--- config.mk ---
export PLATFORM = sky130hd
export DESIGN_NAME = wave_burst_ctrl
export DESIGN_NICKNAME = d
export VERILOG_FILES = /design/src/rtl/wave_ctrl_pkg.sv /design/src/rtl/phase_accum.sv /design/src/rtl/wave_burst_ctrl.sv
export SDC_FILE = /design/constraint.sdc
export NUM_CORES = 1
export LEC_CHECK = 0
export BUFFER_PORTS_ARGS = -buffer_cell sky130_fd_sc_hd__buf_2
export CORE_MARGIN = 2
export CORE_UTILIZATION = 30
export DETAILED_ROUTE_END_ITERATION = 6
export PLACE_DENSITY = 0.49
export SKIP_CTS_REPAIR_TIMING = 1
export SYNTH_ARGS = -nofsm -noshare
export SYNTH_HDL_FRONTEND = slang
export SYNTH_SLANG_ARGS = --single-unit
--- constraint.sdc ---
create_clock -name clk -period 3.1 [get_ports clk]
set_input_delay 0.155 -clock clk [delete_from_list [all_inputs] [get_ports clk]]
set_output_delay 0.155 -clock clk [all_outputs]
set_load 0.01 [all_outputs]
--- src/rtl/wave_ctrl_pkg.sv ---
`default_nettype none
// ============================================================================
// Package : wave_ctrl_pkg
// Brief   : Shared state encoding and waveform select codes for wave_burst_ctrl.
// Rev     : 1.0  initial release
// ============================================================================
package wave_ctrl_pkg;

    typedef enum logic [1:0] {
        IDLE = 2'd0,
        RUN  = 2'd1,
        GAP  = 2'd2,
        DONE = 2'd3
    } state_t;

    localparam logic [1:0] SEL_RECIP = 2'd0;
    localparam logic [1:0] SEL_TRI   = 2'd1;
    localparam logic [1:0] SEL_RECT  = 2'd2;
    localparam logic [1:0] SEL_DC    = 2'd3;

    localparam int DC_LEVEL = 128;

endpackage
`default_nettype wire

--- src/rtl/phase_accum.sv ---
`default_nettype none
// ============================================================================
// Module : phase_accum
// Brief  : W-bit phase accumulator with clear, enable and wrap carry.
// Rev    : 1.0  initial release
// ============================================================================
module phase_accum #(
    parameter int W = 8
) (
    input  logic         clk,
    input  logic         rst,
    input  logic         clr,
    input  logic         en,
    input  logic [W-1:0] step,
    output logic [W-1:0] phase,
    output logic         carry
);

    logic [W:0] w_sum;

    assign w_sum = {1'b0, phase} + {1'b0, step};
    // Carry marks a period boundary; only meaningful while accumulating.
    assign carry = en & w_sum[W];

    always_ff @(posedge clk or posedge rst) begin
        if (rst) begin
            phase <= '0;
        end else if (clr) begin
            phase <= '0;
        end else if (en) begin
            phase <= w_sum[W-1:0];
        end
    end

endmodule
`default_nettype wire

--- src/rtl/wave_burst_ctrl.sv ---
`default_nettype none
// ============================================================================
// Module : wave_burst_ctrl
// Brief  : Burst/gap/repeat sequencer driving generator phase and muxing its
//          registered outputs into a single sample stream.
// Rev    : 1.0  initial release
// ============================================================================
module wave_burst_ctrl
    import wave_ctrl_pkg::*;
#(
    parameter int W     = 8,
    parameter int CNT_W = 8
) (
    input  logic             clk,
    input  logic             rst,
    input  logic             cfg_wr,
    input  logic [1:0]       cfg_sel,
    input  logic [W-1:0]     cfg_step,
    input  logic [CNT_W-1:0] cfg_cycles,
    input  logic [CNT_W-1:0] cfg_gap,
    input  logic             cfg_repeat,
    input  logic             start,
    input  logic             stop,
    input  logic [W-1:0]     wave_recip,
    input  logic [W-1:0]     wave_tri,
    input  logic [W-1:0]     wave_rect,
    output logic [W-1:0]     phase,
    output logic             phase_en,
    output logic             busy,
    output logic             done,
    output logic             cfg_err,
    output logic [W-1:0]     sample_out,
    output logic             sample_valid
);

    state_t           r_state;
    state_t           w_state_nxt;
    logic [1:0]       r_sel;
    logic [W-1:0]     r_step;
    logic [CNT_W-1:0] r_cycles;
    logic [CNT_W-1:0] r_gap;
    logic             r_repeat;
    logic [CNT_W-1:0] r_period_cnt;
    logic [CNT_W-1:0] r_gap_cnt;
    logic [1:0]       r_sel_d1;
    logic             r_pe_d1;

    logic             w_carry;
    logic             w_burst_end;
    logic             w_gap_end;
    logic             w_acc_clr;
    logic             w_acc_en;
    logic [W-1:0]     w_mux;

    assign w_burst_end = (r_state == RUN) && w_carry && (r_cycles != '0) &&
                         (r_period_cnt == r_cycles - CNT_W'(1));
    assign w_gap_end   = (r_gap_cnt == r_gap - CNT_W'(1));

    always_comb begin
        w_state_nxt = r_state;
        case (r_state)
            IDLE: if (start) w_state_nxt = RUN;
            RUN: begin
                if (w_burst_end) begin
                    if (r_gap != '0)   w_state_nxt = GAP;
                    else if (r_repeat) w_state_nxt = RUN;
                    else               w_state_nxt = DONE;
                end
            end
            GAP:     if (w_gap_end) w_state_nxt = r_repeat ? RUN : DONE;
            DONE:    w_state_nxt = IDLE;
            default: w_state_nxt = IDLE;
        endcase
        if (stop && (r_state != IDLE)) w_state_nxt = IDLE;
    end

    // Phase only advances within a burst; every RUN entry (including a
    // back-to-back repeat) restarts from zero.
    assign w_acc_en  = (r_state == RUN);
    assign w_acc_clr = !((r_state == RUN) && (w_state_nxt == RUN) && !w_burst_end);

    phase_accum #(
        .W (W)
    ) u_phase_accum (
        .clk   (clk),
        .rst   (rst),
        .clr   (w_acc_clr),
        .en    (w_acc_en),
        .step  (r_step),
        .phase (phase),
        .carry (w_carry)
    );

    always_comb begin
        w_mux = W'(DC_LEVEL);
        case (r_sel_d1)
            SEL_RECIP: w_mux = wave_recip;
            SEL_TRI:   w_mux = wave_tri;
            SEL_RECT:  w_mux = wave_rect;
            default:   w_mux = W'(DC_LEVEL);
        endcase
    end

    always_ff @(posedge clk or posedge rst) begin
        if (rst) begin
            r_state      <= IDLE;
            r_sel        <= SEL_RECIP;
            r_step       <= W'(1);
            r_cycles     <= CNT_W'(1);
            r_gap        <= '0;
            r_repeat     <= 1'b0;
            r_period_cnt <= '0;
            r_gap_cnt    <= '0;
            r_sel_d1     <= SEL_RECIP;
            r_pe_d1      <= 1'b0;
            phase_en     <= 1'b0;
            busy         <= 1'b0;
            done         <= 1'b0;
            cfg_err      <= 1'b0;
            sample_out   <= '0;
            sample_valid <= 1'b0;
        end else begin
            r_state <= w_state_nxt;

            if (cfg_wr && (r_state == IDLE)) begin
                r_sel    <= cfg_sel;
                r_step   <= (cfg_step == '0) ? W'(1) : cfg_step;
                r_cycles <= cfg_cycles;
                r_gap    <= cfg_gap;
                r_repeat <= cfg_repeat;
            end
            cfg_err <= cfg_wr && (r_state != IDLE);

            if (w_acc_clr)    r_period_cnt <= '0;
            else if (w_carry) r_period_cnt <= r_period_cnt + CNT_W'(1);

            if ((r_state == GAP) && (w_state_nxt == GAP)) r_gap_cnt <= r_gap_cnt + CNT_W'(1);
            else                                          r_gap_cnt <= '0;

            phase_en <= (w_state_nxt == RUN);
            busy     <= (w_state_nxt != IDLE);
            done     <= (w_state_nxt == DONE);

            // Two-stage alignment with the generator's own output register.
            r_sel_d1     <= r_sel;
            r_pe_d1      <= phase_en;
            sample_valid <= r_pe_d1;
            sample_out   <= r_pe_d1 ? w_mux : '0;
        end
    end

endmodule
`default_nettype wire
==> results.cfg <==
[status]
status = completed

[logic_synthesis]
synth_cell_types = 54
syn_nets = 425
synthArstFlopShare = 1.00
synth.avg_cell_area_sq_um = 10.3
ys_seq_elements = 69
synthesis.area_sq_mm = 0.00366
synth_edf_count = 0
yosysSeqAreaShare = 0.473
synthFlopType = dfrtp_1
syn_inst = 355
ys.warnings.count = 0

[clocking]
clock_sinks = 69
htree_levels = 3
insertion_delay_ns = 0.32
clock_path_buffers = 2
clkTransAtPathRegs_ns = 0.06
cts_tree = done
cts_root_buf = clkbuf_16
numCtsBuffers = 9

[setup_path]
reg2reg_from = r_step[0]
crit_path_start_kind = flop
cp.arrival_ns = 2.85
worst_setup_path_end_kind = flop
path_class = reg -> reg
reg2regPathDepth = 10
worstPathMaxFanout = 16
crit_required_ns = 3.29
reg2reg_slack_ns = 0.44
timing.rr.end = u_phase_accum.phase[5]

[sta]
hold_viol_final = 0
tns_ns = 0
final.period_utilization = 0.859
fin_crit_ns = 2.66
worst_slew_pin_slew_ns = 1.08
grt_setup_unrepaired = false
setup_ws_ns = 0.437
max_freq_mhz = 376
drv_slew = 0
timing.slew.headroom = 0.278
skew_ns = 0.00752
setup_viol = 0

[layout]
design_area_sq_mm = 0.00452
final_common_cell = buf_2
drive_above_1_share = 0.290
fillers = 1214
area_delta_synth_final_pct = 23.6
final_nets = 503
n_antenna_cell = 0
post-route-util = 0.378
layout_common_cells = 76 x buf_2, 67 x dfrtp_1, 39 x nor2_1

[global_route]
grt.total_usage = 0.129
grt_pass1_wl_um = 13600
grt-ovfl-total = 0
grt_max_degree = 52
grt_antenna_before_repair = 0
grt_pass1_vias = 2851

[placed_design]
portBuffers = 76
dp_slack_ns = 0.391
hpwl_um = 6100
gp_routability_congestion = 0.822
place_area_sq_mm = 0.00421

[min_path]
hp-class = in -> reg
holdCritStartpoint = cfg_cycles[1]
holdPathStages = 3
holdPathEnd = r_cycles[1]

[floorplanning]
rows = 40
die_height_um = 114
die_x_um = 114
coreArea_sq_mm = 0.0120
initial_core_util = 0.306
die-area_sq_mm = 0.0131
io_pins = 77

[pwr]
power_w = 0.00419
p_leak_nw = 2.11
powerDensity_mw_per_mm2 = 927
peakVddDrop_mv = 0.292

[detailed_routing]
antenna_left = 0
routedWlPerCell_um = 13.8
drc = 0
viasPerCell = 4.72
drt_iter0_drc = 90
dr.pass1.iters = 4
wl_um = 8060
num_vias = 2762

[run]
maxCapViolations = 0
[power breakdown]
part,switching [W],internal (W),leakage [nW],total [W]
logic,0.000792,0.000785,1.08,0.00158
registers,0.000312,0.00123,0.876,0.00154
clock network,0.000368,0.000705,0.151,0.00107
total,0.00147,0.00272,2.11,0.00419
[cell type report]
cell class	count	area (sq um)	share of cell area
clock buffer	12	236	0.0523
clock inverter	4	73.8	0.0163
inverter	17	63.8	0.0141
multi-input combinational	256	1810	0.401
sequential	69	1730	0.382
tap	147	184	0.0407
timing repair buffer	80	423	0.0935
[metal layers]
metal / up-vias / part of all wire / GRT usage
met4: 0 / 0.0025 / 0.0195
met5: - / 0 / 0
met2: 60 / 0.48 / 0.220
met1: 1309 / 0.47 / 0.166
li1: 1391 / - / -
met3: 2 / 0.048 / 0.0376
[registers in the layout, summed over array words and instances (netlist names), 2 cells and up]
register	count
r_gap_cnt	8
u_phase_accum.phase	8
r_step	8
sample_out	8
r_state	2
r_period_cnt	8
r_sel_d1	2
r_sel	2
r_cycles	8
r_gap	8
[critical path, stage by stage (launching register included)]
cell and delay, ns:
dfstp_2 0.53, ha_1 0.15, inv_1 0.05, fa_1 0.36, nor2b_1 0.19, o31ai_1 0.13, a31oi_1 0.27, o2111a_1 0.31
nand2_1 0.11, nand3_2 0.31, nor2_1 0.10
[worst max path at each step]
stage          slack (ns)                     end  cells after the start   startpoint
2_1_floorplan        0.56         r_period_cnt[2]                     11    r_step[0]
3_3_place_gp         0.42  u_phase_accum.phase[2]                     10    r_step[0]
3_5_place_dp         0.39  u_phase_accum.phase[5]                     10    r_step[0]
4_1_cts              0.38  u_phase_accum.phase[5]                     10    r_step[0]
5_1_grt              0.14         r_period_cnt[1]                      7  r_cycles[3]
6_report             0.44  u_phase_accum.phase[5]                     10    r_step[0]
[cell usage after synthesis, types with 3 or more instances]
cell type  count  area (sq um)
nor4_1         5          31.3
a21oi_1       10          50.1
nor3_1         6          30.0
nand4_1        3          18.8
a31oi_1        4          25.0
and3_1         4          25.0
o21ai_0       20           100
and2_1        10          62.6
nand2_1       24          90.1
dfrtp_1       67          1680
nor2b_1        6          37.5
nor2_1        39           146
inv_1         16          60.1
clkbuf_1      10          37.5
xnor2_1       15           131
mux2_2        20           225
nand3_1        9          45.0
a221oi_1       3          26.3
ha_1          13           163
mux2i_1       11           110
xor2_1        19           166
[kinds of logic after synthesis]
kind of cell,synth area share
and+or+nand+nor,0.175
DFF,0.473
AOI/OAI and AO/OA,0.0978
xor gates and xnor gates,0.0814
muxes,0.0917
buffers and inverters,0.0318
adders and majority gates,0.0499
[stage by stage]
stage | hold WS, ns | cells
after floorplan | 0.264 | 355
after global placement | 0.356 | 569
after detailed placement | 0.359 | 569
after CTS | 0.0325 | 585
after global routing | 0.0403 | 585
final | 0.0422 | 585
Power figures use the tool's default switching activity.
